**src/rtl/mux_n_input_reg.sv**
```systemverilog
// rtl/mux_n_input_reg.sv - N-channel registered mux with valid/ready, external select or round-robin
// Optional Out_Par output (even parity of Out) when MUXN_PARITY_EN is defined.
module mux_n_input_reg #(
  parameter int WIDTH = 4,
  parameter int N     = 4,
  parameter int SEL_W = 2,
  parameter int MODE  = 0
) (
  input  logic                 CLK,
  input  logic                 RST,
  input  logic [N*WIDTH-1:0]   In_Data,
  input  logic [N-1:0]         In_Valid,
  output logic [N-1:0]         In_Ready,
  input  logic [SEL_W-1:0]     S,
  output logic [WIDTH-1:0]     Out,
  output logic                 Out_Valid,
  input  logic                 Out_Ready,
  output logic [SEL_W-1:0]     Out_Src
`ifdef MUXN_PARITY_EN
  ,
  output logic                 Out_Par
`endif
);

  logic [WIDTH-1:0] out_q, out_d;
  logic             out_valid_q, out_valid_d;
  logic [SEL_W-1:0] out_src_q, out_src_d;
  logic [SEL_W-1:0] ptr_q, ptr_d;
`ifdef MUXN_PARITY_EN
  logic             out_par_q, out_par_d;
`endif

  logic             load_en;
  logic             grant_vld;
  logic [SEL_W-1:0] grant;
  logic             xfer;
  logic [WIDTH-1:0] sel_data;
  int               rr_idx;

  always_comb begin
    load_en   = !out_valid_q || Out_Ready;
    grant_vld = 1'b0;
    grant     = '0;
    rr_idx    = 0;
    In_Ready  = '0;
    xfer      = 1'b0;
    sel_data  = '0;

    if (MODE == 0) begin
      if (int'(S) < N) begin
        grant_vld = 1'b1;
        grant     = S;
      end
    end else begin
      // Scan from ptr upward with wrap; the first valid channel found wins.
      for (int k = 0; k < N; k++) begin
        rr_idx = int'(ptr_q) + k;
        if (rr_idx >= N) rr_idx = rr_idx - N;
        if (!grant_vld && In_Valid[rr_idx]) begin
          grant_vld = 1'b1;
          grant     = SEL_W'(rr_idx);
        end
      end
    end

    for (int i = 0; i < N; i++) begin
      In_Ready[i] = !RST && load_en && grant_vld && (int'(grant) == i);
      if (In_Ready[i] && In_Valid[i]) xfer = 1'b1;
      if (int'(grant) == i) sel_data = In_Data[i*WIDTH +: WIDTH];
    end

    out_d       = out_q;
    out_valid_d = out_valid_q;
    out_src_d   = out_src_q;
    ptr_d       = ptr_q;
`ifdef MUXN_PARITY_EN
    out_par_d   = out_par_q;
`endif

    if (xfer) begin
      out_d       = sel_data;
      out_valid_d = 1'b1;
      out_src_d   = grant;
      if (MODE == 1) ptr_d = (int'(grant) == N - 1) ? '0 : grant + SEL_W'(1);
`ifdef MUXN_PARITY_EN
      out_par_d   = ^sel_data;
`endif
    end else if (Out_Ready) begin
      out_valid_d = 1'b0;
    end
  end

  always_ff @(posedge CLK) begin
    if (RST) begin
      out_q       <= '0;
      out_valid_q <= 1'b0;
      out_src_q   <= '0;
      ptr_q       <= '0;
`ifdef MUXN_PARITY_EN
      out_par_q   <= 1'b0;
`endif
    end else begin
      out_q       <= out_d;
      out_valid_q <= out_valid_d;
      out_src_q   <= out_src_d;
      ptr_q       <= ptr_d;
`ifdef MUXN_PARITY_EN
      out_par_q   <= out_par_d;
`endif
    end
  end

  assign Out       = out_q;
  assign Out_Valid = out_valid_q;
  assign Out_Src   = out_src_q;
`ifdef MUXN_PARITY_EN
  assign Out_Par   = out_par_q;
`endif

endmodule

```
**config.mk**
```make
export PLATFORM = sky130hd
export DESIGN_NAME = mux_n_input_reg
export DESIGN_NICKNAME = d
export VERILOG_FILES = /design/src/rtl/mux_n_input_reg.sv
export SDC_FILE = /design/constraint.sdc
export NUM_CORES = 1
export LEC_CHECK = 0
export CORE_MARGIN = 3
export CORE_UTILIZATION = 32
export DETAILED_ROUTE_END_ITERATION = 8
export HOLD_SLACK_MARGIN = 0.03
export PLACE_DENSITY_LB_ADDON = 0.15
export SLEW_MARGIN = 20
export SYNTH_ARGS = -nofsm -noshare
export SYNTH_HDL_FRONTEND = slang
export SYNTH_SLANG_ARGS = --single-unit
```
**constraint.sdc**
```tcl
create_clock -name CLK -period 1.5 [get_ports CLK]
set_input_delay 0.15 -clock CLK [delete_from_list [all_inputs] [get_ports CLK]]
set_output_delay 0.15 -clock CLK [all_outputs]
set_load 0.03 [all_outputs]
```
-- Word-level counts from Yosys, hierarchy flattened
Index checks and enable logic that the tools add are counted.
- logic and storage cells: 30
- register bits after elaboration: 7
- output and inout bits: 11
- equal/unequal tests: 3
- reduce and logical (&&, ||, !) cells: 14
- mux-type cells: 10
- operator list (operator ; number):
    two-way mux 4 bit ; 4
    logical AND 1 bit ; 9
    two-way mux 1 bit ; 6
    == test 2 bit, second input constant ; 2
    == test 2 x 1 -> 1 bit, second input constant ; 1
    logical NOT 1 bit ; 2
    logical NOT 2 bit ; 1
    nonzero test 2 bit ; 1
    logical OR 1 bit ; 1

-- Longest topological paths before layout
Gate-level depths: netlist (run 1).
- depth after elaboration: 10
- mapped depth: 5

-- Worst setup path before layout (run 1)
No wires, ideal clock.
- kind: register -> output
- from: register out_valid_q, in the netlist Out_Valid
- to: output port In_Ready[2]
- path buffers: 1
- required time: 1.350 ns
- slack: -0.415 ns
- stages on the path, launching flop included: 4
- arrival time: 1.765 ns
- cells stage by stage: dfxtp_1 nor2b_1 clkbuf_1 nor4b_1
- cells in the longest elaborated chain, start to end: 4
- RTL lines (item ; RTL line ; text):
    from (decl) ; 26 ; logic out_valid_q, out_valid_d;
    from (signal assigned) ; 104 ; out_valid_q <= out_valid_d;
    logical NOT 1 bit ; 41 ; load_en = !out_valid_q || Out_Ready;
    logical OR 1 bit ; 41 ;
    logical AND 1 bit (2 in series) ; 67 ; In_Ready[i] = !RST && load_en && grant_vld && (int'(grant) == i);
    to (decl) ; 13 ; output logic [N-1:0] In_Ready,
No other way between the ends.

-- Worst setup path after layout (run 1)
- from: register out_valid_q, in the netlist Out_Valid
- to: output port In_Ready[3]
Same word-level chain as after synthesis.

==> results.sh, run 1 <==
export IMPL_min_period_ns=1.43
export IMPL_path_clk_slew_ns=0.06
export IMPL_antenna_left=0
export IMPL_drt_first_pass_iters=4
export IMPL_dp_hpwl_mm=1.21
export IMPL_synth_top_flop_cell="dfxtp_1"
export IMPL_cts_root_buffer="clkbuf_4"
export IMPL_grt_use_total=0.160
export IMPL_die_h_um=44.9
export IMPL_grt_overflow=0
export IMPL_cp_slowest_cell="dfxtp_1"
export IMPL_post_place_ws_ns=-0.182
export IMPL_layout_setup_ws_ns=0.0689
export IMPL_wire_per_inst_um=13.3
export IMPL_fmax_mhz=699
export IMPL_pwr_density_cell_nw_per_um2=648
export IMPL_port_buffers=35
export IMPL_synth_seq_area_share=0.289
export IMPL_cts_tree="done"
export IMPL_maxSlewViolCount=0
export IMPL_syn_area_um2=484
export IMPL_multi_input_area_um2=373
export IMPL_ir_drop_mv=0.322
export IMPL_die_area_um2=2020
export IMPL_tightest_slew_ns=0.427
export IMPL_vias_per_cell=5.33
export IMPL_path_class="reg2out"
export IMPL_drt_wl_total_mm=1.50
export IMPL_status="complete, no violations"
export IMPL_insertion_delay_ns=0.25
export IMPL_drc=0
export IMPL_slew_headroom=0.714
export IMPL_worst_setup_path_end_kind="output pin"
export IMPL_hold_violations=0
export IMPL_setup_viol=0
export IMPL_hold_slack_ns=0.339
export IMPL_avgSynthCellArea_um2=9.49
export IMPL_final_instance_count_excl_fill=113
export IMPL_synth_fp_nets=76
export IMPL_h_tree_depth=1
export IMPL_critPathMostFrequentCell="buf_6"
export IMPL_finalCritPeriodShare=0.954
export IMPL_grt_pass1_wl_mm=2.39
export IMPL_diodes=0
export IMPL_power_leakage_nw=0.417
export IMPL_max_stage_delay_ns=0.32
export IMPL_start_util=0.354
export IMPL_grt_pass1_vias=606
export IMPL_yosysTopAreaCellShare=0.289
export IMPL_place_inst=106
export IMPL_ys_top_cells_by_count="a21oi_1 (7), dfxtp_1 (7), o21ai_0 (7)"
export IMPL_clock_sinks=7
export IMPL_hold_class="in2reg"
export IMPL_yosysUniqueCellTypes=21
export IMPL_cp_arrival_ns=1.28
export IMPL_grt_max_degree=10
export IMPL_via_count=602
export IMPL_fill_cells=118
export IMPL_utilization=0.749
export IMPL_die_w_um=44.9
export IMPL_synth_edf_count=0
export IMPL_fin_skew_ns=0.0100
export IMPL_startpoint_type="flop"
export IMPL_synthArstFlopShare=0
export IMPL_cap_viol_max_count=0
export IMPL_rsz0062_at_grt="false"
export IMPL_netlist_instances=51
export IMPL_cts_buffer_depth=2
export IMPL_yosys_warnings=0
export IMPL_cts_buffers=3
export IMPL_drive_above_1_share=0.286
export IMPL_nets=124
export IMPL_area_delta_synth_final_pct=111
export IMPL_crit_fanout=6
export IMPL_core_area_um2=1370
export IMPL_final_seq_area_um2=140
export IMPL_rows=13
export IMPL_drtIter0Drc=9
export IMPL_antenna_found_initial=0
export IMPL_cp_required_ns=1.35
export IMPL_synth_top_cell_by_area="dfxtp_1"
export IMPL_synth_area_leaders="dfxtp_1 (29%), mux4_1 (16%), a21oi_1 (7.2%)"
export IMPL_pin_count=36
export IMPL_crit_chain="nor2b_4 -> buf_6 -> nor4b_4 -> buf_6"
export IMPL_place_congestion=0.683
export IMPL_ys_seq_elements=7
==> state kept, by name, indices dropped and copies added (netlist names) <==
name,cells
Out,4
Out_Valid,1
Out_Src,2
==> area by class of cell <==
class / instances / share of cell area
Tap cell: 15 / 0.0183
Inverter: 1 / 0.00733
Multi-Input combinational cell: 39 / 0.364
Clock buffer: 4 / 0.0257
Timing Repair Buffer: 47 / 0.447
Sequential cell: 7 / 0.137
==> logic make-up (layout without fill, tap and decap cells) <==
logic type / count (synthesis) / in the layout / share of synthesized area
AND/OR/NAND/NOR: 17 / 17 / 0.209
multiplexers: 8 / 8 / 0.295
flip-flops: 7 / 7 / 0.289
buffers and inverters: 5 / 52 / 0.0620
AO/OA/AOI/OAI: 14 / 14 / 0.145
==> worst paths after layout <==
path                 endpoint  cells after the start  slack (ns)      start
hold reg to reg        Out[0]                      2        0.46     Out[0]
setup reg to reg   Out_Src[0]                      4        0.33  Out_Valid
hold / removal      Out_Valid                      3        0.34  Out_Ready
setup / recovery  In_Ready[3]                      4        0.07  Out_Valid
==> what timing repair did <==
action	4_1_cts	5_1_grt
hold buffers	0	0
pin swaps	1	2
setup endpoints to repair	2	7
gates resized for setup	4	14
buffers inserted	2	1
==> placed cells by master (no fill, tap or decap) <==
cell             netlist  final
dlymetal6s2s_1         0      2
dfxtp_1                7      7
buf_4                  1     10
nor2b_4                0      1
clkdlybuf4s50_1        0     29
and3_1                 1      1
nor3_1                 1      1
clkinvlp_4             0      1
nand3_1                5      5
nor4_4                 0      1
nand2_1                1      1
a21oi_1                7      7
nor2_1                 2      2
nand2b_1               1      1
o21ai_1                0      2
mux4_1                 3      3
buf_6                  1      6
nor4b_4                0      2
nor4_2                 0      1
o21ai_0                7      5
or3_4                  1      1
mux2i_1                3      3
mux4_2                 1      1
clkbuf_4               0      3
mux2_2                 1      1
clkbuf_1               2      1
==> per-stage QoR <==
step | total power, W | TNS (ns) | instance area [um2]
2_1_floorplan | 0.000336 | -0.630 | 497
3_3_place_gp | 0.000462 | -0.674 | 897
3_5_place_dp | 0.000466 | -0.901 | 897
4_1_cts | 0.000652 | -0.00138 | 955
5_1_grt | 0.000696 | 0 | 1020
6_report | 0.000663 | 0 | 1020
==> layer usage <==
metal,up-vias,global-route usage,share of wire,routed length [um]
met5,-,0,0,0
met4,0,0.0702,0,0
met3,0,0.0239,0.10,153
met2,33,0.309,0.52,775
met1,276,0.168,0.38,571
li1,293,-,-,-
==> critical path: cells and delay by family (launching register included) <==
| kind | cells | cell delay [ns] |
|---|---|---|
| simple gates | 2 | 0.40 |
| flops | 1 | 0.32 |
| buf+inv | 2 | 0.30 |
==> power breakdown <==
| part | internal (W) | switching [W] | leakage, nW | total (W) |
|---|---|---|---|---|
| clock network | 0.000102 | 0.0000701 | 0.0150 | 0.000172 |
| logic | 0.000159 | 0.000121 | 0.345 | 0.000281 |
| registers | 0.000202 | 0.00000845 | 0.0578 | 0.000211 |
(Power assumes the default switching activity.)
==> run 2: changes to the inputs <==
Settings changed: SKIP_LAST_GASP from default to 1.
==> run 2 against run 1 <==
Combinational power is 1% lower; global-route usage is 0.50 points lower; via count shrank 1.0%; sequential cell count did not move; utilization is 1.7 points lower; cell count shrank 0.88%; clock skew is 0.0019 ns higher; sequential power barely moved; power fell by 0.34%; setup slack got worse by 0.064 ns; critical path type is now in2out.
==> results.sh, run 2 (synthesized netlist as in run 1, its figures left out) <==
export IMPL_cap_viol_max_count=0
export IMPL_vias_per_cell=5.32
export IMPL_via_count=596
export IMPL_cp_arrival_ns=1.34
export IMPL_antenna_left=0
export IMPL_diodes=0
export IMPL_grt_pass1_wl_mm=2.30
export IMPL_wire_per_inst_um=13.4
export IMPL_reg2reg_slack_ns=0.32
export IMPL_place_congestion=0.683
export IMPL_area_delta_synth_final_pct=106
export IMPL_die_area_um2=2020
export IMPL_drive_above_1_share=0.278
export IMPL_grt_pass1_vias=590
export IMPL_drt_wl_total_mm=1.51
export IMPL_crit_fanout=6
export IMPL_finalCritPeriodShare=0.997
export IMPL_critPathMostFrequentCell="buf_6"
export IMPL_insertion_delay_ns=0.25
export IMPL_grt_use_total=0.155
export IMPL_rows=13
export IMPL_max_stage_delay_ns=0.52
export IMPL_worstHoldStart="Out[0]"
export IMPL_final_cell_mix="clkdlybuf4s50_1 (31), buf_4 (11), dfxtp_1 (7), a21oi_1 (7), nand3_1 (5)"
export IMPL_nets=123
export IMPL_grt_overflow=0
export IMPL_path_clk_slew_ns=0.05
export IMPL_rsz0062_at_grt="true"
export IMPL_crit_chain="clkdlybuf4s50_1 -> nor2b_4 -> buf_6 -> nor4_4 -> buf_6"
export IMPL_path_class="in2out"
export IMPL_cts_root_buffer="clkbuf_4"
export IMPL_fill_cells=119
export IMPL_reg2reg_from="Out_Valid"
export IMPL_clock_sinks=7
export IMPL_worst_setup_path_end_kind="output pin"
export IMPL_pin_count=36
export IMPL_largest_register_ffs=4
export IMPL_total_power_w=0.000661
export IMPL_place_inst=106
export IMPL_antenna_found_initial=0
export IMPL_tightest_slew_ns=0.423
export IMPL_cts_tree="done"
export IMPL_drc=0
export IMPL_start_util=0.354
export IMPL_cp_required_ns=1.35
export IMPL_hold_violations=0
export IMPL_worstRegToRegCells=4
export IMPL_die_h_um=44.9
export IMPL_cts_buffers=3
export IMPL_port_buffers=35
export IMPL_startpoint_type="input port"
export IMPL_power_leakage_nw=0.396
export IMPL_cp_slowest_cell="clkdlybuf4s50_1"
export IMPL_slew_headroom=0.717
export IMPL_die_w_um=44.9
export IMPL_ctsHoldBuffers=0
export IMPL_maxSlewViolCount=0
export IMPL_min_period_ns=1.49
export IMPL_setup_viol=0
export IMPL_h_tree_depth=1
export IMPL_ir_drop_mv=0.324
export IMPL_dp_hpwl_mm=1.21
export IMPL_drt_first_pass_iters=3
export IMPL_final_common_cell="clkdlybuf4s50_1"
export IMPL_worstHoldEndpoint="Out[0]"
export IMPL_drtIter0Drc=6
export IMPL_fmax_mhz=669
export IMPL_grt_max_degree=10
export IMPL_fin_skew_ns=0.0119
export IMPL_final_instance_count_excl_fill=112
export IMPL_hold_class="reg2reg"
export IMPL_core_area_um2=1370
export IMPL_pwr_density_cell_nw_per_um2=661
export IMPL_status="complete, no violations"
export IMPL_cts_buffer_depth=2
export IMPL_hold_depth=2
export IMPL_rr_endpoint="Out[3]"
run 2: cell count changes in the layout (fill, tap and decap cells not counted):
cell,delta
buf_6,-2
clkdlybuf4s50_1,+2
dlymetal6s2s_1,-2
buf_4,+1
clkinvlp_4,-1
inv_2,+1
o21ai_0,-1
o21ai_1,+1
run 2: metrics by stage:
| stage | util | hold WS [ns] | cell area, um2 | worst slack (ns) | setup TNS, ns |
|---|---|---|---|---|---|
| floorplan | - | 0.369 | 497 | -0.300 | -0.630 |
| global placement | 0.657 | 0.450 | 897 | -0.140 | -0.674 |
| detailed placement | 0.657 | 0.461 | 897 | -0.182 | -0.901 |
| CTS | 0.690 | 0.468 | 942 | -0.0310 | -0.0310 |
| global route | 0.732 | 0.490 | 1000 | -0.0213 | -0.0437 |
| finish | 0.732 | 0.463 | 1000 | 0.00522 | 0 |
run 2: routing by layer:
layer	global-route usage	share of wire
met1	0.165	0.40
met2	0.295	0.51
met3	0.0239	0.086
met4	0.0702	0
met5	0	0
run 2: power by group:
| group | leakage (nW) | total (W) | switching (W) | internal [W] |
|---|---|---|---|---|
| Sequential | 0.0578 | 0.000211 | 0.00000853 | 0.000202 |
| Combinational | 0.324 | 0.000277 | 0.000120 | 0.000157 |
| Clock | 0.0150 | 0.000173 | 0.0000713 | 0.000102 |
| Total | 0.396 | 0.000661 | 0.000200 | 0.000461 |
run 2: cell type report:
class                      count  area, um2  area share
inverter                       1       3.75     0.00375
tap                           15       18.8      0.0188
timing repair buffer          46        438       0.438
multi-input combinational     39        373       0.373
clock buffer                   4       26.3      0.0263
sequential                     7        140       0.140
run 2: worst max-delay path by stage:
stage | cells past startpoint | start | slack (ns) | endpoint
detailed placement | 5 | S[1] | -0.18 | Out[3]
finish | 5 | Out_Ready | 0.005 | In_Ready[1]
CTS | 4 | Out_Valid | -0.03 | In_Ready[1]
floorplan | 3 | Out_Valid | -0.30 | In_Ready[0]
global placement | 5 | S[1] | -0.14 | Out[3]
global route | 4 | S[1] | -0.02 | In_Ready[2]
run 2: repair_timing:
| action | CTS | global route |
|---|---|---|
| buffers inserted | 2 | 0 |
| resized for setup | 1 | 14 |
| setup endpoints to repair | 2 | 7 |
| cloned | 0 | 0 |
| pin swaps | 1 | 1 |
run 2: worst max-delay path, delay by kind of cell:
| kind | cells | cell delay, ns |
|---|---|---|
| and+or+nand+nor | 2 | 0.35 |
| buffers and inverters | 3 | 0.83 |
==> run 3: changes to the inputs <==
Settings changed: GPL_ROUTABILITY_DRIVEN from default to 0.
==> results of run 3 <==
Same layout as run 2: the final DEF is identical, and so are final timing and power.
